--- src/rtl/noc_in_queue.sv ---
// Per-input-port flit FIFO with XY route computed at write; head flit visible one cycle after push, no bypass.
// Backpressure: ready_o low when full; a push with a concurrent pop is still taken, a push into a full FIFO is dropped and flagged.
module noc_in_queue #(
    parameter int DATA_W  = 32,
    parameter int DEPTH   = 4,
    parameter int COORD_W = 2,
    parameter int MY_X    = 0,
    parameter int MY_Y    = 0
) (
    input  logic                       clk,
    input  logic                       rst_n,
    input  logic                       push_i,
    input  logic [DATA_W-1:0]          data_i,
    output logic                       ready_o,
    input  logic                       pop_i,
    output logic [DATA_W-1:0]          data_o,
    output logic                       valid_o,
    output logic [2:0]                 address_route_o,
    output logic [$clog2(DEPTH+1)-1:0] count_o,
    output logic                       overflow_o
);

    localparam int PTR_W = $clog2(DEPTH);
    localparam int CNT_W = $clog2(DEPTH + 1);
    localparam logic [CNT_W-1:0]   FULL_CNT = CNT_W'(DEPTH);
    localparam logic [COORD_W-1:0] MY_X_C   = COORD_W'(MY_X);
    localparam logic [COORD_W-1:0] MY_Y_C   = COORD_W'(MY_Y);

    localparam logic [2:0] RT_N = 3'd0;
    localparam logic [2:0] RT_S = 3'd1;
    localparam logic [2:0] RT_E = 3'd2;
    localparam logic [2:0] RT_W = 3'd3;
    localparam logic [2:0] RT_L = 3'd4;

    logic [DATA_W-1:0] r_mem   [DEPTH];
    logic [2:0]        r_route [DEPTH];
    logic [PTR_W-1:0]  r_wr_ptr;
    logic [PTR_W-1:0]  r_rd_ptr;
    logic [CNT_W-1:0]  r_count;
    logic              r_overflow;

    logic               w_valid;
    logic               w_ready;
    logic               w_push_acc;
    logic               w_pop_acc;
    logic               w_drop;
    logic [COORD_W-1:0] w_dx;
    logic [COORD_W-1:0] w_dy;
    logic [2:0]         w_route;

    assign w_valid    = (r_count != '0);
    assign w_ready    = (r_count != FULL_CNT);
    assign w_push_acc = push_i && (w_ready || pop_i);
    assign w_pop_acc  = pop_i && w_valid;
    assign w_drop     = push_i && !w_ready && !pop_i;

    assign w_dx = data_i[COORD_W-1:0];
    assign w_dy = data_i[2*COORD_W-1:COORD_W];

    // X is resolved before Y (dimension-ordered routing).
    always_comb begin
        w_route = RT_L;
        if (w_dx > MY_X_C)
            w_route = RT_E;
        else if (w_dx < MY_X_C)
            w_route = RT_W;
        else if (w_dy > MY_Y_C)
            w_route = RT_N;
        else if (w_dy < MY_Y_C)
            w_route = RT_S;
    end

    // Storage is deliberately left out of reset; occupancy alone defines what is valid.
    always_ff @(posedge clk) begin
        if (w_push_acc) begin
            r_mem[r_wr_ptr]   <= data_i;
            r_route[r_wr_ptr] <= w_route;
        end
    end

    always_ff @(posedge clk or negedge rst_n) begin
        if (!rst_n) begin
            r_wr_ptr   <= '0;
            r_rd_ptr   <= '0;
            r_count    <= '0;
            r_overflow <= 1'b0;
        end else begin
            if (w_push_acc)
                r_wr_ptr <= r_wr_ptr + PTR_W'(1);
            if (w_pop_acc)
                r_rd_ptr <= r_rd_ptr + PTR_W'(1);
            case ({w_push_acc, w_pop_acc})
                2'b10:   r_count <= r_count + CNT_W'(1);
                2'b01:   r_count <= r_count - CNT_W'(1);
                default: r_count <= r_count;
            endcase
            if (w_drop)
                r_overflow <= 1'b1;
        end
    end

    assign valid_o         = w_valid;
    assign ready_o         = w_ready;
    assign count_o         = r_count;
    assign overflow_o      = r_overflow;
    assign data_o          = w_valid ? r_mem[r_rd_ptr] : '0;
    assign address_route_o = w_valid ? r_route[r_rd_ptr] : 3'd0;

endmodule

--- config.mk ---
export PLATFORM = sky130hd
export DESIGN_NAME = noc_in_queue
export DESIGN_NICKNAME = d
export VERILOG_FILES = /design/src/rtl/noc_in_queue.sv
export SDC_FILE = /design/constraint.sdc
export NUM_CORES = 1
export LEC_CHECK = 0
export ABC_AREA = 1
export CAP_MARGIN = 20
export CORE_MARGIN = 5
export CORE_UTILIZATION = 44
export CTS_BUF_LIST = sky130_fd_sc_hd__clkbuf_8 sky130_fd_sc_hd__clkbuf_16
export DETAILED_ROUTE_END_ITERATION = 8
export PLACE_DENSITY_LB_ADDON = 0.25
export SLEW_MARGIN = 25
export SYNTH_ARGS = -nofsm -noshare
export SYNTH_HDL_FRONTEND = slang
export SYNTH_SLANG_ARGS = --single-unit
--- constraint.sdc ---
create_clock -name clk -period 3.61 [get_ports clk]
set_input_delay 0.722 -clock clk [delete_from_list [all_inputs] [get_ports clk]]
set_output_delay 0.722 -clock clk [all_outputs]
set_load 0.01 [all_outputs]
## Word-level counts from Yosys, hierarchy flattened

Memories as Yosys holds them, arrays and structs flattened.
Index checks and enable logic that the tools add are counted.

| cells by class | value |
|---|---|
| $add $sub $neg | 4 |
| $lt $le $gt $ge | 4 |
| eq/ne operators | 3 |
| mux-type cells | 9 |
| reduce and logical (&&, ||, !) cells | 9 |

Operators by type and width:

| operator | number |
|---|---|
| $mux W32 | 1 |
| $mux W3 | 5 |
| $pmux W3 S2 | 1 |
| $add A2 B1 Y2 const B | 2 |
| $gt A2 B1 Y1 const B | 2 |
| $logic_and A1 B1 Y1 | 4 |
| $lt A2 B1 Y1 const B | 2 |
| $add A3 B1 Y3 const B | 1 |
| $ne A3 B3 Y1 const B | 1 |
| $reduce_bool A3 Y1 | 1 |
| $sub A3 B1 Y3 const B | 1 |
| $eq A2 B1 Y1 const B | 1 |
| $eq A2 B2 Y1 const B | 1 |
| $logic_not A1 Y1 | 2 |
| $mux W1 | 2 |
| $reduce_bool A2 Y1 | 1 |
| $logic_or A1 B1 Y1 | 1 |

| storage, ports and cells | value |
|---|---|
| register bits | 8 |
| memory bits (writable) | 140 |
| input bits | 36 |
| output and inout port bits | 41 |
| logic and storage cells | 35 |
| memories | 2 |

Memory list:

| name | words | bits a word | read ports | clocked after Yosys merged registers in | wr ports | RTL line | RTL |
|---|---|---|---|---|---|---|---|
| r_mem | 4 | 32 | 1 | 0 | 1 | 35 | `logic [DATA_W-1:0] r_mem [DEPTH];` |
| r_route | 4 | 3 | 1 | 0 | 1 | 36 | `logic [2:0] r_route [DEPTH];` |

## Longest topological paths before layout

Gate-level depths: netlist of the first run.

| depth | value |
|---|---|
| depth after elaboration | 5 |
| depth in mapped cells | 12 |
| depth with buffers taken out | 12 |

## Worst setup path after synthesis of the first run

Ideal clock, no wire load.

| timing | value |
|---|---|
| path kind | input -> register |
| start | input pop_i |
| end | memory r_mem[0][0] (enable) |
| setup time | 0.425 ns |
| arrival | 2.472 ns |
| required time | 3.185 ns |
| slack | 0.713 ns |
| stages | 4 |
| path buffers | 0 |
| cells stage by stage | inv_1 nand3_1 nand2_1 nor2_1 |

| on the way | value |
|---|---|
| longest elaborated chain between the ends | 4 |

RTL lines:

| element | RTL line | RTL |
|---|---|---|
| from (decl) | 15 | `input logic pop_i,` |
| $logic_or A1 B1 Y1 | 53 | `assign w_push_acc = push_i && (w_ready \|\| pop_i);` |
| $logic_and A1 B1 Y1 | 53 |  |
| $mux W1 | 75 | `if (w_push_acc) begin` |
| $mux W1 (not written as such) | 76 | `r_mem[r_wr_ptr] <= data_i;` |
| to (decl) | 35 |  |

No other way between the ends.

## Worst setup path after layout of the first run

| timing | value |
|---|---|
| start | register r_count[0] (netlist: count_o[0]) |
| end | output address_route_o[1] |

| on the way | value |
|---|---|
| longest elaborated chain between the ends | 2 |

RTL lines:

| element | RTL line | RTL |
|---|---|---|
| from (decl) | 39 | `logic [CNT_W-1:0] r_count;` |
| from (signal assigned) | 93 | `2'b10: r_count <= r_count + CNT_W'(1);` |
| from (signal assigned) | 94 | `2'b01: r_count <= r_count - CNT_W'(1);` |
| from (signal assigned) | 95 | `default: r_count <= r_count;` |
| $reduce_bool A3 Y1 | 51 | `assign w_valid = (r_count != '0);` |
| $mux W3 | 107 | `assign address_route_o = w_valid ? r_route[r_rd_ptr] : 3'd0;` |
| to (decl) | 18 | `output logic [2:0] address_route_o,` |

No other way between the ends.

==> reports/summary.txt, run 1 <==
DRC viols: 0
Largest net degree at the start of global routing: 71
Layout cell share with drive strength beyond 1: 6.78%
Number of antenna violations at the first check in global routing: 0
Reg clk slew, reported paths: 50 ps
HPWL Detailed: 7630 µm
HP Class: reg2reg
Final setup fails: 0
Post-CTS Setup Bufs: 0
Top delay family on crit path: buffers and inverters
Max FO, Critical Path: 34
Peak supply drop: 0.496 mV
Hold buffers post-CTS: 0
Max Cap Viol: 0
Syn avg cell area: 10.4 µm²
Yosys reg bits: 144
Vias in the first global route: 4212
P per Cell Area: 847 mW/mm²
CTS Sinks: 144
Most frequent cells in the layout: nand2_1 (153), inv_1 (152), edfxtp_1 (136)
Mapped Nets: 645
Routability Congestion: 0.794
Vias/cell: 4.68
Initial Util: 45.0%
Tightest Pin Transition: 762 ps
Status: completed
Worst slew margin: 49.2%
Post-DR wirelength/cell: 14.7 µm
Gr ovfl total: 0
Critical path startpoint category: register
Leading area contributor after synthesis: edfxtp_1
Ports: 77
Reg2reg setup slack: 1310 ps
FMAX: 315 MHz
CP required: 2890 ps
Worst path cell trace: nor2_1 > nand2_1 > inv_2 > a21oi_1 > clkdlybuf4s50_1
Pleak: 3.42 nW
Crit Path Class: reg2out
Die X-Extent: 129 µm
WP data arrival: 2450 ps
CTS tree: done
Routed Antenna Nets: 0
Syn Inst Count: 603
Port bufs: 75
Ant diodes: 0
Cts repair resizes: 0
Setup TNS: 0 ps
Synth-to-layout area growth: 24.9%
Drt total wl: 12800 µm
1st-iter DRT viols: 273
Power Total: 6.64 mW
Clk_lat worst skew: 410 ps
CTS max path bufs: 2
Final worst slack: 438 ps
CP max-delay cell: inv_2
DR pass1 iterations: 5
CP peak stage delay: 550 ps
Site row count: 43
Setup crit end kind: output port
Commonest non-fill, non-tap cell in the layout: nand2_1
Endpoints failing hold: 0
Fin util: 56.2%
GRT Total Usage: 16.4%
RSZ-0062 raised after global routing: false
Clock skew: 6.68 ps
Minimum clock period: 3170 ps
Total CTS buffers: 17
Buf/Inv on CP: 2
Htree depth: 4
First-pass GRT wire length: 20900 µm
Sequential share of the synthesized area: 68.3%
Post-synth top area share: 65.1%
Mapped Area: 0.00627 mm²
Slew Viols, Final: 0
Die Ht: 129 µm
Via count of the routed design: 4085
Count of cell types in the netlist: 21
Core Box Area: 0.0139 mm²
Yosys warnings: 0
Die area: 0.0167 mm²
Nets: 722
Largest cells by area after synthesis: edfxtp_1 (65%), nand2_1 (9.2%), inv_1 (9.0%), nand3_1 (5.7%), dfrtp_1 (3.2%)
Root Driver: clkbuf_16
Worst slack, placed: 711 ps
Post-route clock period utilization: 87.9%
==> where the power goes <==
| part | internal [mW] | leakage [nW] | switching [mW] | total (mW) |
|---|---|---|---|---|
| Combinational | 1.08 | 1.76 | 1.46 | 2.54 |
| Clock | 1.21 | 0.314 | 0.624 | 1.83 |
| Sequential | 2.17 | 1.34 | 0.0919 | 2.26 |
==> worst paths after layout <==
check | start | end | cells after the start
worst max register to register | count_o[0] | count_o[2] | 10
worst min register to register | overflow_o | overflow_o | 1
worst min-delay path | overflow_o | overflow_o | 1
min in group asynchronous | rst_n | r_wr_ptr[0] | 1
worst max-delay path | count_o[0] | address_route_o[1] | 5
max in group asynchronous | rst_n | r_rd_ptr[1] | 1
==> logic make-up after synthesis <==
family,Yosys count,synth area share (%)
and+or+nand+nor,233,15.5
buffers and inverters,180,11.6
DFF,144,68.3
AOI/OAI and AO/OA,37,2.99
adders and majority gates,6,1.32
xor gates and xnor gates,2,0.279
other,1,0.0598
==> cell usage after synthesis <==
cell,n
nand2_1,153
inv_1,151
edfxtp_1,136
nand3_1,72
a21oi_1,34
buf_2,12
dfrtp_1,8
buf_4,6
clkbuf_1,6
ha_1,5
nor2_1,5
inv_2,3
buf_6,2
o21ai_0,2
xnor2_1,2
conb_1,1
fa_1,1
nand4_1,1
nor3_1,1
o21bai_1,1
or2_2,1
==> cell type report <==
type                       instances  area [µm²]
clock inverter                    15         199
sequential                       144        4290
multi-input combinational        279        1290
timing repair buffer              84         831
clock buffer                      17         425
inverter                         154         578
tap                              180         225
fill                            1189        6100
==> worst reg2reg max path, cell delays in order (launching register included) <==
cell and delay [ps]:
dfrtp_1 410, nor2_1 210, nand3_1 170, nand2_1 390, ha_1 250, inv_1 70
fa_1 380, nand2_1 110, nand3_1 80, nand2_1 60, nand2_1 50
==> state kept, by name (all words and copies together) (netlist names) <==
name	count
r_wr_ptr	2
count_o	3
r_route	8
overflow_o	1
r_mem	128
r_rd_ptr	2
==> metal layers <==
layer  part of all wire, %  vias to the layer above  wire length (µm)  global-route usage (%)
met1                    41                     1934              5250                    18.9
met2                    53                       94              6820                    29.1
li1                      -                     2052                 -                       -
met3                   5.2                        5               665                    3.83
met5                     0                        -                 0                       0
met4                  0.66                        0                85                    7.52
==> metrics by stage <==
stage / hold slack (ps) / cell area (µm²) / instances
2_1_floorplan: 426 / 6270 / 603
3_3_place_gp: 467 / 7210 / 841
4_1_cts: 475 / 7840 / 873
3_5_place_dp: 463 / 7210 / 841
5_1_grt: 502 / 7840 / 873
6_report: 472 / 7840 / 873
Power figures use the tool's default switching activity.
==> inputs of run 2 (changes only) <==
CTS_BUF_LIST = sky130_fd_sc_hd__clkbuf_4   (was sky130_fd_sc_hd__clkbuf_8 sky130_fd_sc_hd__clkbuf_16)
==> run 2 against run 1 <==
  * Clock power fell by 37%
  * Hold slack improved by 0.53 ps
  * Clock skew rose by 9.9 ps
  * Global-route usage fell by 0.20 points
  * Setup slack got worse by 120 ps
  * Core utilization fell by 2.1 points
  * Combinational power barely moved
  * Highest routed layer unchanged
==> reports/summary.txt, run 2 (synthesis gave the netlist of run 1 again) <==
Power Total: 5.95 mW (was 6.64 mW)
Critical path startpoint category: register (unchanged)
Drt total wl: 12800 µm (about the same)
CTS tree: done (unchanged)
Worst Hold Slack: 473 ps (was 472 ps)
Max Cap Viol: 0 (unchanged)
Clk_lat worst skew: 530 ps (was 410 ps)
GRT Total Usage: 16.2% (was 16.4%)
Pleak: 3.28 nW (was 3.42 nW)
Routability Congestion: 0.794 (unchanged)
Layout cell share with drive strength beyond 1: 6.93% (was 6.78%)
Vias in the first global route: 4176 (was 4212)
Site row count: 43 (unchanged)
Cts repair resizes: 0 (unchanged)
Crit Path Class: reg2out (unchanged)
Via count of the routed design: 4097 (was 4085)
Die area: 0.0167 mm² (unchanged)
First-pass GRT wire length: 20600 µm (was 20900 µm)
Minimum clock period: 3300 ps (was 3170 ps)
Number of antenna violations at the first check in global routing: 1 (was 0)
RSZ-0062 raised after global routing: false (unchanged)
Final setup fails: 0 (unchanged)
Tightest Pin Transition: 758 ps (was 762 ps)
Most frequent cells in the layout: nand2_1 (153), inv_1 (151), edfxtp_1 (136) (was nand2_1 (153), inv_1 (152), edfxtp_1 (136))
Port bufs: 75 (unchanged)
Hold buffers post-CTS: 0 (unchanged)
Status: completed (unchanged)
Setup TNS: 0 ps (unchanged)
CTS max path bufs: 2 (unchanged)
Worst path cell trace: nor2_1 > nand2_1 > inv_2 > a21oi_1 > clkdlybuf4s50_1 (unchanged)
Peak supply drop: 0.511 mV (was 0.496 mV)
Gr ovfl total: 0 (unchanged)
Max FO, Critical Path: 34 (unchanged)
Post-CTS Setup Bufs: 0 (unchanged)
CP required: 2890 ps (about the same)
P per Cell Area: 788 mW/mm² (was 847 mW/mm²)
FMAX: 303 MHz (was 315 MHz)
Reg clk slew, reported paths: 110 ps (was 50 ps)
Clock skew: 16.6 ps (was 6.68 ps)
Number of flip-flops in the largest register: 128 (unchanged)
Initial Util: 45.0% (unchanged)
Htree depth: 4 (unchanged)
Die X-Extent: 129 µm (unchanged)
CP max-delay cell: inv_2 (unchanged)
Post-route clock period utilization: 91.3% (was 87.9%)
Worst slew margin: 49.5% (was 49.2%)
Largest net degree at the start of global routing: 71 (unchanged)
Final instance area: 0.00755 mm² (was 0.00784 mm²)
Routed Antenna Nets: 0 (unchanged)
HPWL Detailed: 7630 µm (unchanged)
Root Driver: clkbuf_4 (was clkbuf_16)
Total CTS buffers: 17 (unchanged)
Synth-to-layout area growth: 20.3% (was 24.9%)
Endpoints failing hold: 0 (unchanged)
DR pass1 iterations: 4 (was 5)
WP data arrival: 2580 ps (was 2450 ps)
Top reg by flops: r_mem (unchanged)
Die Ht: 129 µm (unchanged)
HP Class: in2async (was reg2reg)
Nets: 722 (unchanged)
DRC viols: 0 (unchanged)
Placed Instance Area: 0.00721 mm² (unchanged)
CP peak stage delay: 550 ps (about the same)
Core Box Area: 0.0139 mm² (unchanged)
Slew Viols, Final: 0 (unchanged)
CTS Sinks: 144 (unchanged)
Commonest non-fill, non-tap cell in the layout: nand2_1 (unchanged)
Setup crit end kind: output port (unchanged)
1st-iter DRT viols: 212 (was 273)
Vias/cell: 4.69 (was 4.68)
Ports: 77 (unchanged)
Post-DR wirelength/cell: 14.6 µm (was 14.7 µm)
==> run 2: metal layers <==
| layer | part of all wire [%] | vias up | GRT usage (%) |
|---|---|---|---|
| li1 | - | 2055 | - |
| met2 | 52 | 105 | 28.5 |
| met4 | 1.6 | 0 | 6.97 |
| met3 | 5.8 | 16 | 3.96 |
| met5 | 0 | - | 0 |
| met1 | 41 | 1921 | 19.0 |
==> run 2: power breakdown <==
group	total (mW)	internal, mW	switching, mW
Sequential	2.26	2.17	0.0915
Clock	1.15	0.615	0.537
Combinational	2.54	1.08	1.46
Total	5.95	3.86	2.09
==> run 2: final cells by class <==
type                            count  area [µm²]
Antenna cell                        1        2.50
Clock buffer                       18         135
Clock inverter                     14         195
Fill cell                        1223        6390
Inverter                          154         578
Multi-Input combinational cell    279        1290
Sequential cell                   144        4290
Tap cell                          180         225
Timing Repair Buffer               84         831
==> run 2: worst paths after layout <==
| kind | cells after the start | start | endpoint | slack, ps |
|---|---|---|---|---|
| min in group clk | 1 | overflow_o | overflow_o | 480 |
| max reg2reg | 10 | count_o[0] | count_o[2] | 1310 |
| max in group asynchronous | 1 | rst_n | r_rd_ptr[1] | 2850 |
| min reg2reg | 1 | overflow_o | overflow_o | 480 |
| min | 1 | rst_n | count_o[2] | 470 |
| max | 5 | count_o[0] | data_o[10] | 310 |
==> run 2: stage by stage <==
stage | instances | utilization (%) | setup WS, ps
after floorplan | 603 | - | 713
after global placement | 841 | 51.8 | 745
after detailed placement | 841 | 51.8 | 711
after CTS | 873 | 54.1 | 232
after global routing | 874 | 54.2 | 89.3
final | 874 | 54.2 | 313
==> run 2: critical path, delay by kind of cell (launching register included) <==
kind,cells,cell delay (ps)
AND/OR/NAND/NOR,2,350
flip-flops,1,430
AO/OA/AOI/OAI,1,170
buffers and inverters,2,1080
==> inputs of run 3 (changes only) <==
CAP_MARGIN = 0   (was 20)
CELL_PAD_IN_SITES_DETAIL_PLACEMENT = 1   (was default)
CELL_PAD_IN_SITES_GLOBAL_PLACEMENT = 1   (was default)
==> run 3 against run 2 <==
  * First-iteration DRC count up 1.4%
  * Critical path depth up 1
  * Hold slack worse by 14 ps
  * Highest routed layer unchanged
  * Largest cell class unchanged
==> reports/summary.txt, run 3 (synthesis gave the netlist of run 1 again) <==
Peak supply drop: 0.479 mV (was 0.511 mV)
FMAX: 296 MHz (was 303 MHz)
Routed Antenna Nets: 0 (unchanged)
P per Cell Area: 810 mW/mm² (was 788 mW/mm²)
Worst path cell trace: inv_2 > buf_4 > nand2_1 > nand3_1 > a21oi_1 > clkdlybuf4s50_1 (was nor2_1 > nand2_1 > inv_2 > a21oi_1 > clkdlybuf4s50_1)
1st-iter DRT viols: 215 (was 212)
RSZ-0062 raised after global routing: false (unchanged)
Buf/Inv on CP: 3 (was 2)
Slew Viols, Final: 0 (unchanged)
First-pass GRT wire length: 24300 µm (was 20600 µm)
Core Box Area: 0.0139 mm² (unchanged)
CP peak stage delay: 520 ps (was 550 ps)
Htree depth: 4 (unchanged)
Final setup fails: 0 (unchanged)
Nets: 723 (was 722)
Gr ovfl total: 0 (unchanged)
Setup TNS: 0 ps (unchanged)
Minimum clock period: 3380 ps (was 3300 ps)
Clock skew: 13.7 ps (was 16.6 ps)
Post-DR wirelength/cell: 17.1 µm (was 14.6 µm)
Site row count: 43 (unchanged)
Met2 WL post-DR: 7950 µm (was 6600 µm)
Most frequent cells in the layout: nand2_1 (153), inv_1 (151), edfxtp_1 (136) (unchanged)
Synth-to-layout area growth: 20.6% (was 20.3%)
Via count of the routed design: 4314 (was 4097)
Drt total wl: 15000 µm (was 12800 µm)
DRC viols: 0 (unchanged)
GRT Total Usage: 19.1% (was 16.2%)
Number of antenna violations at the first check in global routing: 1 (unchanged)
Layout cell share with drive strength beyond 1: 7.35% (was 6.93%)
Die Ht: 129 µm (unchanged)
Top delay family on crit path: buffers and inverters (unchanged)
CP max-delay cell: inv_2 (unchanged)
Worst slew margin: 48.6% (was 49.5%)
Setup crit end kind: output port (unchanged)
Final worst slack: 233 ps (was 313 ps)
Fin util: 54.3% (was 54.2%)
Metal3 WL: 493 µm (was 741 µm)
Number of fill cells: 1517 (was 1223)
Total CTS buffers: 17 (unchanged)
Initial Util: 45.0% (unchanged)
Pleak: 3.30 nW (was 3.28 nW)
CP required: 2890 ps (about the same)
Post-route clock period utilization: 93.6% (was 91.3%)
CTS max path bufs: 2 (unchanged)
Vias in the first global route: 4750 (was 4176)
Reg clk slew, reported paths: 110 ps (about the same)
Vias/cell: 4.93 (was 4.69)
DR pass1 iterations: 7 (was 4)
Max Cap Viol: 0 (unchanged)
WP data arrival: 2660 ps (was 2580 ps)
Die X-Extent: 129 µm (unchanged)
Clk_lat worst skew: 540 ps (was 530 ps)
Hold buffers post-CTS: 0 (unchanged)
Port bufs: 75 (unchanged)
Ports: 77 (unchanged)
CTS Sinks: 144 (unchanged)
Status: completed (unchanged)
Number of flip-flops in the largest register: 128 (unchanged)
Root Driver: clkbuf_4 (unchanged)
Seq. cell area: 0.00429 mm² (unchanged)
Largest net degree at the start of global routing: 71 (unchanged)
Commonest non-fill, non-tap cell in the layout: nand2_1 (unchanged)
Tightest Pin Transition: 772 ps (was 758 ps)
Endpoints failing hold: 0 (unchanged)
Max FO, Critical Path: 37 (was 34)
HP Class: in2async (unchanged)
CTS tree: done (unchanged)
Top sig layer: met4 (unchanged)
M1 wire length: 6380 µm (was 5240 µm)
Crit Path Class: reg2out (unchanged)
Die area: 0.0167 mm² (unchanged)
Multi-input logic area: 0.00129 mm² (unchanged)
Critical path startpoint category: register (unchanged)
Routability Congestion: 0.801 (was 0.794)
Worst slack, placed: 565 ps (was 711 ps)
Top reg by flops: r_mem (unchanged)
HPWL Detailed: 9050 µm (was 7630 µm)
[run 3: worst paths after layout]
kind	startpoint	slack (ps)	endpoint	depth (start not counted)
worst max-delay path	r_rd_ptr[0]	230	data_o[3]	6
worst min-delay path	rst_n	460	r_rd_ptr[0]	1
worst max register to register	count_o[0]	1200	count_o[2]	10
worst min register to register	overflow_o	540	overflow_o	1
max in group asynchronous	rst_n	2860	r_rd_ptr[1]	1
min in group clk	overflow_o	540	overflow_o	1
[run 3: area by class of cell]
class                   count  share of cell area, %
inverters                 154                   7.67
multi-input cells         279                   17.1
clock buffers              18                   1.79
well taps                 180                   2.98
clock inverters            14                   2.89
repair buffers             85                   10.9
diodes                      1                 0.0331
flip-flops and latches    144                   56.6
[run 3: through the flow]
| stage | power [mW] | cells | cell area (µm²) | hold WS (ps) |
|---|---|---|---|---|
| after floorplan | 3.73 | 603 | 6270 | 426 |
| after global placement | 4.86 | 842 | 7210 | 484 |
| after detailed placement | 4.96 | 842 | 7210 | 503 |
| after CTS | 6.23 | 874 | 7560 | 429 |
| after global routing | 6.54 | 875 | 7570 | 426 |
| final | 6.13 | 875 | 7570 | 459 |
[run 3: power by group]
| group | internal, mW | switching, mW | leakage (nW) |
|---|---|---|---|
| Clock | 0.686 | 0.562 | 0.197 |
| Sequential | 2.17 | 0.102 | 1.34 |
| Combinational | 1.08 | 1.54 | 1.76 |
| Total | 3.93 | 2.20 | 3.30 |
[run 3: timing repair]
item | CTS | global route
gates resized for setup | 0 | 2
buffers inserted | 0 | 0
endpoints found under the setup margin | 0 | 4
[run 3: routing by layer]
metal / global-route usage (%) / vias up
met4: 5.38 / 0
li1: - / 2055
met1: 22.6 / 2167
met5: 0 / -
met3: 4.91 / 16
met2: 34.7 / 76
